**config.mk**
```make
export PLATFORM = sky130hd
export DESIGN_NAME = money_bcd_scan
export DESIGN_NICKNAME = d
export VERILOG_FILES = /design/src/rtl/money_scan_pkg.sv /design/src/rtl/bin2bcd_step.sv /design/src/rtl/money_bcd_scan.sv
export SDC_FILE = /design/constraint.sdc
export NUM_CORES = 1
export LEC_CHECK = 0
export CAP_MARGIN = 20
export CELL_PAD_IN_SITES_DETAIL_PLACEMENT = 0
export CELL_PAD_IN_SITES_GLOBAL_PLACEMENT = 1
export CORE_UTILIZATION = 45
export DETAILED_ROUTE_END_ITERATION = 8
export GPL_TIMING_DRIVEN = 0
export HOLD_SLACK_MARGIN = 0.05
export PLACE_DENSITY = 0.9
export REMOVE_ABC_BUFFERS = 1
export SYNTH_ARGS = -nofsm -noshare
export SYNTH_HDL_FRONTEND = slang
export SYNTH_SLANG_ARGS = --single-unit
```
**constraint.sdc**
```tcl
create_clock -name clk -period 4.8 [get_ports clk]
set_input_delay 0.96 -clock clk [delete_from_list [all_inputs] [get_ports clk]]
set_output_delay 0.96 -clock clk [all_outputs]
set_load 0.05 [all_outputs]
```
**src/rtl/money_scan_pkg.sv**
```systemverilog
// Shared FSM encoding and BCD constants for the money_bcd_scan converter.
package money_scan_pkg;

  typedef enum logic [1:0] {
    IDLE  = 2'd0,
    LOAD  = 2'd1,
    SHIFT = 2'd2,
    DONE  = 2'd3
  } state_t;

  localparam logic [3:0] BLANK_CODE     = 4'hF;
  localparam logic [3:0] BCD_ADJ_THRESH = 4'd5;
  localparam logic [3:0] BCD_ADJ        = 4'd3;

endpackage

```
**src/rtl/bin2bcd_step.sv**
```systemverilog
// One double-dabble iteration: add 3 to nibbles >= 5, then shift in one binary bit.
module bin2bcd_step
  import money_scan_pkg::*;
#(
  parameter int DIGITS = 3
) (
  input  logic [DIGITS*4-1:0] bcd_in,
  input  logic                bit_in,
  output logic [DIGITS*4-1:0] bcd_out,
  output logic                carry
);

  logic [DIGITS*4-1:0] adj_s;

  // Adjust every nibble so the following doubling carries correctly in decimal
  always_comb begin
    adj_s = bcd_in;
    for (int d = 0; d < DIGITS; d++) begin
      if (bcd_in[d*4 +: 4] >= BCD_ADJ_THRESH) begin
        adj_s[d*4 +: 4] = bcd_in[d*4 +: 4] + BCD_ADJ;
      end else begin
        adj_s[d*4 +: 4] = bcd_in[d*4 +: 4];
      end
    end
    {carry, bcd_out} = {adj_s, bit_in};
  end

endmodule

```
**src/rtl/money_bcd_scan.sv**
```systemverilog
// Multi-channel binary-to-BCD converter sharing one double-dabble step across channels.
// Optional build macro LEAD_ZERO_BLANK_EN blanks leading zero digits with BLANK_CODE.
module money_bcd_scan
  import money_scan_pkg::*;
#(
  parameter int VAL_W  = 8,
  parameter int DIGITS = 3,
  parameter int NCH    = 3
) (
  input  logic                    clk,
  input  logic                    rst,
  input  logic                    start,
  input  logic [NCH*VAL_W-1:0]    val_in,
  output logic                    ready,
  output logic                    done,
  output logic [NCH*DIGITS*4-1:0] digits,
  output logic [NCH-1:0]          ovf
);

  localparam int CH_W  = (NCH > 1) ? $clog2(NCH) : 1;
  localparam int CNT_W = (VAL_W > 1) ? $clog2(VAL_W) : 1;
  localparam logic [CH_W-1:0]     LAST_CH   = CH_W'(NCH - 1);
  localparam logic [CNT_W-1:0]    LAST_BIT  = CNT_W'(VAL_W - 1);
  localparam logic [DIGITS*4-1:0] ALL_NINES = {DIGITS{4'h9}};

  state_t                  state_r, next_state_s;
  logic [CH_W-1:0]         chan_idx_r;
  logic [CNT_W-1:0]        bit_cnt_r;
  logic [NCH*VAL_W-1:0]    snap_r;
  logic [VAL_W-1:0]        sreg_r;
  logic [DIGITS*4-1:0]     acc_r;
  logic                    ovf_acc_r;
  logic [NCH*DIGITS*4-1:0] stage_dig_r;
  logic [NCH-1:0]          stage_ovf_r;
  logic [NCH*DIGITS*4-1:0] disp_s;
  logic [DIGITS*4-1:0]     step_bcd_s;
  logic                    step_carry_s;
  logic                    last_bit_s;
  logic                    ch_ovf_s;

  bin2bcd_step #(.DIGITS(DIGITS)) u_step (
    .bcd_in  (acc_r),
    .bit_in  (sreg_r[VAL_W-1]),
    .bcd_out (step_bcd_s),
    .carry   (step_carry_s)
  );

  assign last_bit_s = (bit_cnt_r == LAST_BIT);
  assign ch_ovf_s   = ovf_acc_r | step_carry_s;

  // State register
  always_ff @(posedge clk or posedge rst) begin
    if (rst) begin
      state_r <= IDLE;
    end else begin
      state_r <= next_state_s;
    end
  end

  // Next-state logic
  always_comb begin
    next_state_s = state_r;
    case (state_r)
      IDLE:  if (start) next_state_s = LOAD; else next_state_s = IDLE;
      LOAD:  next_state_s = SHIFT;
      SHIFT: begin
        if (!last_bit_s)              next_state_s = SHIFT;
        else if (chan_idx_r == LAST_CH) next_state_s = DONE;
        else                          next_state_s = LOAD;
      end
      DONE:    next_state_s = IDLE;
      default: next_state_s = IDLE;
    endcase
  end

`ifdef LEAD_ZERO_BLANK_EN
  // Blank leading zeros above digit 0; overflowed channels keep their nines
  always_comb begin
    logic lead;
    disp_s = stage_dig_r;
    for (int c = 0; c < NCH; c++) begin
      lead = ~stage_ovf_r[c];
      for (int d = DIGITS - 1; d > 0; d--) begin
        if (lead && (stage_dig_r[(c*DIGITS+d)*4 +: 4] == 4'h0)) begin
          disp_s[(c*DIGITS+d)*4 +: 4] = BLANK_CODE;
        end else begin
          lead = 1'b0;
        end
      end
    end
  end
`else
  // Staged digits go out unchanged
  always_comb begin
    disp_s = stage_dig_r;
  end
`endif

  // Datapath: snapshot, per-channel shift/accumulate, staging and output copy
  always_ff @(posedge clk or posedge rst) begin
    if (rst) begin
      chan_idx_r  <= '0;
      bit_cnt_r   <= '0;
      snap_r      <= '0;
      sreg_r      <= '0;
      acc_r       <= '0;
      ovf_acc_r   <= 1'b0;
      stage_dig_r <= '0;
      stage_ovf_r <= '0;
      digits      <= '0;
      ovf         <= '0;
      done        <= 1'b0;
      ready       <= 1'b1;
    end else begin
      done  <= (state_r == DONE);
      ready <= (next_state_s == IDLE);
      case (state_r)
        IDLE: begin
          if (start) begin
            snap_r     <= val_in;
            chan_idx_r <= '0;
          end
        end
        LOAD: begin
          acc_r     <= '0;
          ovf_acc_r <= 1'b0;
          bit_cnt_r <= '0;
          sreg_r    <= snap_r[chan_idx_r*VAL_W +: VAL_W];
        end
        SHIFT: begin
          acc_r     <= step_bcd_s;
          ovf_acc_r <= ch_ovf_s;
          sreg_r    <= sreg_r << 1;
          bit_cnt_r <= bit_cnt_r + CNT_W'(1);
          if (last_bit_s) begin
            stage_dig_r[chan_idx_r*DIGITS*4 +: DIGITS*4] <= ch_ovf_s ? ALL_NINES : step_bcd_s;
            stage_ovf_r[chan_idx_r] <= ch_ovf_s;
            if (chan_idx_r != LAST_CH) begin
              chan_idx_r <= chan_idx_r + CH_W'(1);
            end
          end
        end
        DONE: begin
          digits <= disp_s;
          ovf    <= stage_ovf_r;
        end
        default: begin
          chan_idx_r <= '0;
        end
      endcase
    end
  end

endmodule

```
==> reports/qor.yml <==
layout_commonest_cell: "dfrtp_1"
area.sequential_sq_um: 3300
p_clk_frac: 0.412
firstDrtPassIters: 4
crit_type: "reg2reg"
pre_cts_ws_ps: 1290
fin_ws_ps: 1290
ys_top_cells_by_area: "dfrtp_1, mux2_2, nand2_1"
cts_resized: 0
setup_viol: 0
min_from: "disp_s[2]"
routed_wl_mm: 11.9
die_w_um: 117
syn_area_per_cell_sq_um: 11.6
insertedDiodeCount: 0
p_sw_frac: 0.261
synth_top_area_frac: 0.549
nets: 620
synth_edf_count: 0
critPathMaxFanout: 24
ir_drop_v: 0.000288
ys_warn_count: 0
fin_crit_sh: 0.732
path_cells: "clkinv_1 -> ha_1 -> nand2b_1 -> or3_1 -> nor3_4 -> nand2_1 -> o21ai_1"
synth_area_sq_um: 5970
multi_input_area_sq_um: 2470
drt_iter0_markers: 240
r2r_cells: 7
final_cells: 762
rsz0062_at_grt: "false"
ant_nets: 0
synth_top_flop_cell: "dfrtp_1"
power_density_nw_per_um2: 447
synth.distinct_cells: 51
setup.worst_path.end: "disp_s[21]"
p_seq_frac: 0.411
dp.cells: 730
antenna_found_initial: 0
clkLatencyLatePin_ps: 420
root_buffer: "clkbuf_16"
finalClockSkew_ps: 6.98
grt_max_degree: 92
switchingPower_uw: 867
fmax_mhz: 285
dp_hpwl_mm: 8.19
htreeDepth: 4
maxCapViolations: 0
nFillCells: 1044
tightest_slew_ps: 1080
r2r-end: "disp_s[21]"
internal_power_mw: 2.45
drive_gt1_frac: 0.200
ios: 68
wire_per_inst_um: 15.7
drc: 0
grt.total_usage: 0.196
worst_setup_path_end_kind: "flip-flop"
async_flop_share: 1.00
seq_area_frac_synth: 0.554
hold_viol: 0
cp.arrival_ps: 3860
r2r-start: "chan_idx_r[0]"
numCtsBuffers: 17
critical_path_required_ps: 5140
dieArea_sq_um: 13700
vias: 4103
vias_per_cell: 5.38
total_leakage_power_nw: 3.28
worstHoldPathType: "reg2reg"
syn2layout_area_growth_pct: 24.4
start_util: 0.467
mostFrequentLayoutCells: "dfrtp_1, mux2_2, clkdlybuf4s50_1"
grt_pass1_wl_mm: 20.1
cts_tree: "done"
critical_path.slowest_cell: "dfrtp_1"
slew_viol_final: 0
r2r_slack_ps: 1290
max_stage_delay_ps: 920
portBuffers: 67
layout_min_cycle_time_ps: 3510
crit_start: "chan_idx_r[0]"
yosys_register_bits: 132
grt-ovfl-total: 0
globalplace.congestion: 0.900
start_kind: "flip-flop"
die_h_um: 117
cts.clk_slew.worst_paths_ps: 60
ctsHoldBuffers: 0
slew_headroom: 0.280
syn_inst: 513
grt_pass1_vias: 4130
status: "complete, no violations"
p_comb_frac: 0.177
rows: 41
cts_buffer_depth: 2
core_area_sq_um: 12800
cts_sinks: 132
cts_setup_buffers: 0
synth_top_area_cell: "dfrtp_1"
through the flow:
stage / util / TNS (ps) / instance area, sq um / power (mW) / hold slack [ps]
after global routing: 0.581 / 0 / 7420 / 3.48 / 500
after CTS: 0.581 / 0 / 7420 / 3.35 / 482
after detailed placement: 0.531 / 0 / 6780 / 1.98 / 462
after floorplan: - / 0 / 5860 / 1.81 / 440
final: 0.581 / 0 / 7420 / 3.31 / 476
after global placement: 0.528 / -171560 / 6750 / 1.94 / 460
metal layers:
metal,wire length [um],track usage,vias up
met1,5220,0.242,1996
met3,593,0.0530,31
met2,5720,0.313,111
met5,0,0,-
li1,-,-,1965
met4,403,0.111,0
synth_stat cells, types with 4 or more instances:
cell        n
o31ai_1     9
nor2_1     28
nand3_1    12
a22o_1     13
inv_1      23
ha_1       16
nand2b_1    6
dfrtp_1   131
clkbuf_1   15
nand2_1    57
o21ai_0    29
buf_2       4
mux2i_1     9
o22ai_1    13
mux2_2     75
a21oi_1    19
worst min path at each step:
stage | cells past startpoint | end | slack (ps)
6_report | 2 | disp_s[2] | 480
3_3_place_gp | 1 | disp_s[7] | 460
4_1_cts | 2 | disp_s[26] | 480
3_5_place_dp | 2 | disp_s[19] | 460
5_1_grt | 2 | stage_ovf_r[0] | 500
2_1_floorplan | 2 | disp_s[19] | 440
power groups by stage:
stage	sequential [mW]	clock, mW	combinational, mW
floorplan	1.37	0	0.440
global placement	1.37	0	0.569
detailed placement	1.38	0	0.597
CTS	1.36	1.39	0.599
global route	1.38	1.44	0.655
finish	1.36	1.37	0.587
critical path: cells and delay by family (launching register included):
family	cells	cell delay (ps)
compound gates	1	160
fa+ha+maj	1	580
buf+inv	1	660
flops	1	920
simple gates	4	1110
final cells by class:
cell class              count  area share
clock buffers              20      0.0616
clock inverters            12      0.0241
inverters                  24      0.0128
multi-input cells         334       0.333
flip-flops and latches    132       0.445
well taps                 172      0.0290
repair buffers             68      0.0941
registers in the layout (all words and copies together) (netlist names):
register,cells
acc_r,12
bit_cnt_r,3
chan_idx_r,2
digits,36
disp_s,36
done,1
ovf,3
ovf_acc_r,1
ready,1
snap_r,24
sreg_r,8
stage_ovf_r,3
state_r,2
cells by family (layout without fill, tap and decap cells):
logic type / Yosys count / after routing / synth area share
AOI/OAI and AO/OA: 111 / 111 / 0.126
DFF: 132 / 132 / 0.554
xor gates and xnor gates: 2 / 2 / 0.00294
muxes: 84 / 84 / 0.157
adders and majority gates: 16 / 16 / 0.0336
and+or+nand+nor: 121 / 121 / 0.0950
buffers and inverters: 47 / 124 / 0.0323
Note: power is estimated with default switching activity, not from simulation.
